## src/rtl/ps2_host_tx.sv

```systemverilog
// rtl/ps2_host_tx.sv - PS/2 host-to-device command byte transmitter
// Drives the open-drain ps2_clk/ps2_data pads via low-active output enables only.
module ps2_host_tx #(
  parameter int INHIBIT_CYCLES = 10000,
  parameter int TIMEOUT_CYCLES = 2000000
) (
  input  logic       clock,
  input  logic       reset,
  input  logic [7:0] tx_data,
  input  logic       tx_start,
  output logic       tx_busy,
  output logic       tx_done,
  output logic       tx_error,
  output logic       rx_block,
  input  logic       ps2_clk_in,
  input  logic       ps2_data_in,
  output logic       ps2_clk_oe,
  output logic       ps2_data_oe
);

  localparam int IW = $clog2(INHIBIT_CYCLES + 1);
  localparam int TW = $clog2(TIMEOUT_CYCLES + 1);

  typedef enum logic [2:0] {
    S_IDLE, S_INHIBIT, S_REQUEST, S_SHIFT, S_WAIT_ACK, S_WAIT_IDLE
  } state_t;

  state_t        state_q, state_d;
  logic [9:0]    shreg_q, shreg_d;
  logic [3:0]    bit_cnt_q, bit_cnt_d;
  logic [IW-1:0] inh_cnt_q, inh_cnt_d;
  logic [TW-1:0] to_cnt_q, to_cnt_d;
  logic          clk_oe_q, clk_oe_d;
  logic          data_oe_q, data_oe_d;
  logic          busy_q, busy_d;
  logic          done_q, done_d;
  logic          error_q, error_d;

  // Pad synchronizers reset to 1 (idle bus level) so reset never fakes a falling edge.
  logic clk_s1_q, clk_s2_q, clk_prev_q, data_s1_q, data_s2_q;
  logic fall, timeout;

  always_ff @(posedge clock) begin
    if (reset) begin
      clk_s1_q   <= 1'b1;
      clk_s2_q   <= 1'b1;
      clk_prev_q <= 1'b1;
      data_s1_q  <= 1'b1;
      data_s2_q  <= 1'b1;
    end else begin
      clk_s1_q   <= ps2_clk_in;
      clk_s2_q   <= clk_s1_q;
      clk_prev_q <= clk_s2_q;
      data_s1_q  <= ps2_data_in;
      data_s2_q  <= data_s1_q;
    end
  end

  assign fall    = clk_prev_q & ~clk_s2_q;
  assign timeout = (to_cnt_q == TW'(TIMEOUT_CYCLES - 1));

  always_comb begin
    state_d   = state_q;
    shreg_d   = shreg_q;
    bit_cnt_d = bit_cnt_q;
    inh_cnt_d = inh_cnt_q;
    to_cnt_d  = to_cnt_q;
    clk_oe_d  = clk_oe_q;
    data_oe_d = data_oe_q;
    busy_d    = busy_q;
    done_d    = 1'b0;
    error_d   = 1'b0;
    case (state_q)
      S_IDLE: begin
        clk_oe_d  = 1'b0;
        data_oe_d = 1'b0;
        busy_d    = 1'b0;
        if (tx_start) begin
          shreg_d   = {1'b1, ~^tx_data, tx_data};
          bit_cnt_d = 4'd0;
          inh_cnt_d = '0;
          clk_oe_d  = 1'b1;
          busy_d    = 1'b1;
          state_d   = S_INHIBIT;
        end
      end
      S_INHIBIT: begin
        inh_cnt_d = inh_cnt_q + IW'(1);
        if (inh_cnt_q == IW'(INHIBIT_CYCLES - 1)) begin
          data_oe_d = 1'b1;
          state_d   = S_REQUEST;
        end
      end
      S_REQUEST: begin
        clk_oe_d = 1'b0;
        to_cnt_d = '0;
        state_d  = S_SHIFT;
      end
      default: begin
        to_cnt_d = to_cnt_q + TW'(1);
        if (timeout) begin
          clk_oe_d  = 1'b0;
          data_oe_d = 1'b0;
          busy_d    = 1'b0;
          error_d   = 1'b1;
          state_d   = S_IDLE;
        end else if (state_q == S_SHIFT) begin
          // The stop bit is a 1 in the register, so the 10th fall releases data.
          if (fall) begin
            data_oe_d = ~shreg_q[0];
            shreg_d   = {1'b1, shreg_q[9:1]};
            bit_cnt_d = bit_cnt_q + 4'd1;
            if (bit_cnt_q == 4'd9) state_d = S_WAIT_ACK;
          end
        end else if (state_q == S_WAIT_ACK) begin
          if (fall) begin
            if (!data_s2_q) begin
              state_d = S_WAIT_IDLE;
            end else begin
              busy_d  = 1'b0;
              error_d = 1'b1;
              state_d = S_IDLE;
            end
          end
        end else begin
          if (clk_s2_q && data_s2_q) begin
            busy_d  = 1'b0;
            done_d  = 1'b1;
            state_d = S_IDLE;
          end
        end
      end
    endcase
  end

  always_ff @(posedge clock) begin
    if (reset) begin
      state_q   <= S_IDLE;
      shreg_q   <= '0;
      bit_cnt_q <= '0;
      inh_cnt_q <= '0;
      to_cnt_q  <= '0;
      clk_oe_q  <= 1'b0;
      data_oe_q <= 1'b0;
      busy_q    <= 1'b0;
      done_q    <= 1'b0;
      error_q   <= 1'b0;
    end else begin
      state_q   <= state_d;
      shreg_q   <= shreg_d;
      bit_cnt_q <= bit_cnt_d;
      inh_cnt_q <= inh_cnt_d;
      to_cnt_q  <= to_cnt_d;
      clk_oe_q  <= clk_oe_d;
      data_oe_q <= data_oe_d;
      busy_q    <= busy_d;
      done_q    <= done_d;
      error_q   <= error_d;
    end
  end

  assign tx_busy     = busy_q;
  assign rx_block    = busy_q;
  assign tx_done     = done_q;
  assign tx_error    = error_q;
  assign ps2_clk_oe  = clk_oe_q;
  assign ps2_data_oe = data_oe_q;

endmodule

```

## config.mk

```make
export PLATFORM = sky130hd
export DESIGN_NAME = ps2_host_tx
export DESIGN_NICKNAME = d
export VERILOG_FILES = /design/src/rtl/ps2_host_tx.sv
export SDC_FILE = /design/constraint.sdc
export NUM_CORES = 1
export LEC_CHECK = 0
export CAP_MARGIN = 20
export CORE_MARGIN = 2
export CORE_UTILIZATION = 64
export DETAILED_ROUTE_END_ITERATION = 7
export GPL_ROUTABILITY_DRIVEN = 0
export PLACE_DENSITY = 0.85
export RECOVER_POWER = 50
export SETUP_SLACK_MARGIN = 0.05
export SLEW_MARGIN = 0
export SYNTH_ARGS = -nofsm -noshare
export SYNTH_HDL_FRONTEND = slang
export SYNTH_SLANG_ARGS = --single-unit
```

## constraint.sdc

```tcl
create_clock -name clock -period 5.8 [get_ports clock]
set_input_delay 1.16 -clock clock [delete_from_list [all_inputs] [get_ports clock]]
set_output_delay 1.16 -clock clock [all_outputs]
set_load 0.005 [all_outputs]
```

# Word level (Yosys, flattened, before mapping)
# Cells that the tools add are included.
dict set report totals {
  wordCells 106
  reg_bits 62
  out_inout_bits 6
  in_bits 13
}
dict set report op_classes {
  reduce_logical 21
  add_sub_neg 3
  n_eq_ne 16
  bitwise 6
  muxes 45
}
# op n
set op_table {}
lappend op_table {{$pmux W21 S2} 1}
lappend op_table {{$mux W10} 4}
lappend op_table {{$mux W3} 10}
lappend op_table {{$pmux W14 S2} 1}
lappend op_table {{$add A21 B1 Y21 const B} 1}
lappend op_table {{$eq A21 B21 Y1 const B} 1}
lappend op_table {{$pmux W10 S2} 1}
lappend op_table {{$mux W1} 18}
lappend op_table {{$mux W4} 4}
lappend op_table {{$add A14 B1 Y14 const B} 1}
lappend op_table {{$eq A14 B14 Y1 const B} 1}
lappend op_table {{$mux W14} 1}
lappend op_table {{$ne A6 B3 Y1 const B} 2}
lappend op_table {{$reduce_bool A4 Y1} 3}
lappend op_table {{$reduce_and A5 Y1} 2}
lappend op_table {{$pmux W3 S3} 1}
lappend op_table {{$ne A4 B3 Y1 const B} 2}
lappend op_table {{$pmux W4 S2} 1}
lappend op_table {{$reduce_xnor A8 Y1} 1}
lappend op_table {{$reduce_bool A7 Y1} 1}
lappend op_table {{$reduce_or A7 Y1} 1}
lappend op_table {{$eq A3 B2 Y1 const B} 2}
lappend op_table {{$ne A6 B2 Y1 const B} 1}
lappend op_table {{$pmux W1 S3} 2}
lappend op_table {{19 further kinds} 28}

# Longest topological paths before layout
dict set report logic_depth {
  word_depth 7
  mapped_depth 8
  ltp_nobuf 7
}

# Least setup slack after synthesis
# No wires, ideal clock.
dict set report synth_timing {
  path_type {input port to flip-flop}
  startpoint {input tx_start}
  endpoint {register shreg_q[0]}
  setup_ns 0.091
  arrival_ns 2.222
  cell_stages 6
  path_buffers 1
  required_ns 5.709
  path_slack_ns 3.487
  path_cell_list {nor3b_1 > o21ai_0 > a21oi_1 > buf_2 > nor2_1 > a311oi_1}
}
dict set report synth_between {
  elab_chain_cells 2
}
# element line
set synth_rtl {}
lappend synth_rtl {{start, declared} 10} ;# input logic tx_start,
lappend synth_rtl {{$ne A2 B2 Y1 (no line)} --}
lappend synth_rtl {{$reduce_and A5 Y1 (no line)} --}
lappend synth_rtl {{end signal, assigned} 150} ;# shreg_q <= shreg_d;
lappend synth_rtl {{end, declared} 29} ;# logic [9:0] shreg_q, shreg_d;
# No other way between the ends.
# A chain may end at the register's enable or synchronous reset.

==> metrics.yaml <==
logic_synthesis:
  ys_warn_count: 0
  ys_seq_elements: 62
  synthTopCellsByArea: "dfxtp_1 (38%), nor2_1 (5.9%), nand2_1 (4.4%)"
  synth_area_sq_um: 3240
  syn-num-nets: 412
  synth_top_area_frac: 0.383
  synth_edf_count: 0
  synth_area_leader_cell: "dfxtp_1"
  postSynthAreaPerCell_sq_um: 8.20
  yosys.cell_types.count: 59
  synthFlopType: "dfxtp_1"
  synthCells: 395
  ys_seq_area_frac: 0.383
  async_reset_ff_frac: 0
route:
  dr.pass1.iters: 4
  wl_per_cell_microns: 15.5
  avgViaCountPerCell: 6.28
  drt_iter0_drc: 198
  ant_nets: 0
  drc: 0
  via_count: 2996
  drt_wl_total_microns: 7390
floorplanning:
  die_w_microns: 75.2
  ioPinCount: 19
  num_rows: 25
  die_y_microns: 75.2
  start_util: 0.673
  core_area_sq_um: 4820
  die_area_sq_um: 5650
cells_and_area:
  antenna_cells: 0
  layout_common_cells: "dfxtp_1 (62), nor2_1 (51), nand2_1 (38), o21ai_0 (26)"
  area_growth_pct: 9.77
  nNetsFinal: 423
  layout.cells.non_filler: 477
  final_common_cell: "dfxtp_1"
  drive_above_1_share: 0.0829
sta:
  drv_slew: 0
  finalClockSkew_ns: 0.00834
  clock.fmax_ghz: 0.261
  setup_viol: 0
  timing.final.hold_violations: 0
  post-route-period-util: 0.659
  worstMarginPinSlew_ns: 1.30
  relSlewSlack: 0.132
  rsz0062_at_grt: "false"
  finalCriticalPeriod_ns: 3.82
  final.setup.tns_ns: 0
global_routing:
  use_met3: 0.0870
  grt_pass1_vias: 2713
  met2_usage: 0.453
  grt_start_max_net_pins: 33
  overflow: 0
  grt_usage: 0.285
  top_usage_layer: "met2"
  grt_pass1_wl_microns: 12200
  grt_antenna_before_repair: 0
  use_met1: 0.357
placement:
  numPortBuffers: 18
  dp_hpwl_microns: 4930
  dp.cells: 462
worst_setup_path:
  cp.arrival_ns: 4.04
  slowest_stage: "dlygate4sd3_1"
  crit_chain: "dlygate4sd3_1 -> clkbuf_1 -> inv_1 -> nand2_1 -> nor2_1"
  endpoint_kind: "flip-flop"
  path_class: "primary input to flip-flop"
  slowest_delay_ns: 1.05
  cp.required_ns: 6.01
  startpoint_type: "primary input"
  worstPathMaxFanout: 32
clock_network:
  cts.reportedPaths.clkPinSlew_ns: 0.06
  cts_tree: "built"
  postCtsSetupRepairBufs: 0
  cts_root_buffer: "clkbuf_8"
  cts_buffers: 9
  max-clock-path-buffers: 2
  postCtsHoldBufs: 0
  cts_sinks: 62
  clk_latency_ns: 0.34
  cts.repair.resized: 0
  h-tree-depth: 3
worst_hold_path:
  hp-class: "flip-flop to flip-flop"
power:
  power.total_mw: 1.28
  vdd_drop_max_uv: 288
  cellLeakagePower_nw: 1.21
  pwr_density_cell_nw_per_um2: 359
flow_run:
  maxCapViolations: 0
run_status:
  status: "finished, final reports clean"
-- power by group --
part / switching, mW / total, mW / internal, mW
logic: 0.248 / 0.393 / 0.145
clock network: 0.159 / 0.335 / 0.176
registers: 0.0745 / 0.550 / 0.475
-- final timing paths --
check | from | to | slack [ns] | depth (start not counted)
worst max-delay path | reset | to_cnt_q[6] | 1.98 | 5
worst min-delay path | data_s1_q | data_s2_q | 0.41 | 1
worst max register to register | state_q[0] | inh_cnt_q[8] | 2.83 | 4
worst min register to register | data_s1_q | data_s2_q | 0.41 | 1
-- critical path, delay by kind of cell --
family	cells	cell delay, ns
buffers and inverters	3	2.40
and+or+nand+nor	2	0.47
-- kinds of logic (layout without fill, tap and decap cells) --
group | count (synthesis) | count (layout) | share of synthesized area
multiplexers | 7 | 7 | 0.0232
XOR/XNOR | 16 | 16 | 0.0432
flip-flops | 62 | 62 | 0.383
buffers and inverters | 31 | 46 | 0.0525
AO/OA/AOI/OAI | 96 | 96 | 0.196
adder cells (fa/ha/maj) | 4 | 4 | 0.0154
AND/OR/NAND/NOR | 179 | 179 | 0.287
-- cells in the mapped netlist (5+ instances only) --
cell type / count
a21oi_1: 20
a311oi_1: 16
and3_1: 5
buf_6: 5
clkbuf_1: 10
dfxtp_1: 62
inv_1: 9
nand2_1: 38
nand3_1: 20
nand4_1: 8
nor2_1: 51
nor3_1: 9
nor3b_1: 5
o21ai_0: 26
or2_2: 7
or3_1: 5
xnor2_1: 10
xor2_1: 6
-- layer usage --
layer | vias to the layer above | part of all wire
li1 | 1458 | -
met3 | 16 | 0.067
met5 | - | 0
met4 | 0 | 0.022
met1 | 1398 | 0.44
met2 | 124 | 0.47
-- flip-flops by register name, indices dropped and copies added (netlist names) --
| name | count |
|---|---|
| to_cnt_q | 21 |
| inh_cnt_q | 14 |
| shreg_q | 10 |
| bit_cnt_q | 4 |
| state_q | 3 |
| clk_prev_q | 1 |
| clk_s1_q | 1 |
| clk_s2_q | 1 |
| data_s1_q | 1 |
| data_s2_q | 1 |
| ps2_clk_oe | 1 |
| ps2_data_oe | 1 |
| rx_block | 1 |
| tx_done | 1 |
| tx_error | 1 |
-- area by class of cell --
type,count,area [sq um]
multi-input combinational,302,1820
fill,389,1260
sequential,62,1240
timing repair buffer,22,206
clock buffer,14,163
tap,67,83.8
inverter,9,33.8
clock inverter,1,5.00
-- metrics by stage --
step           instance area (sq um)  hold WS, ns  worst slack (ns)   util
6_report                        3560        0.407              1.98  0.738
5_1_grt                         3560        0.430              1.82  0.738
4_1_cts                         3570        0.411              2.88  0.740
3_5_place_dp                    3400        0.396              2.52  0.705
3_3_place_gp                    3400        0.393              2.57  0.705
2_1_floorplan                   3240        0.389              3.49      -
Note: power is estimated with default switching activity, not from simulation.
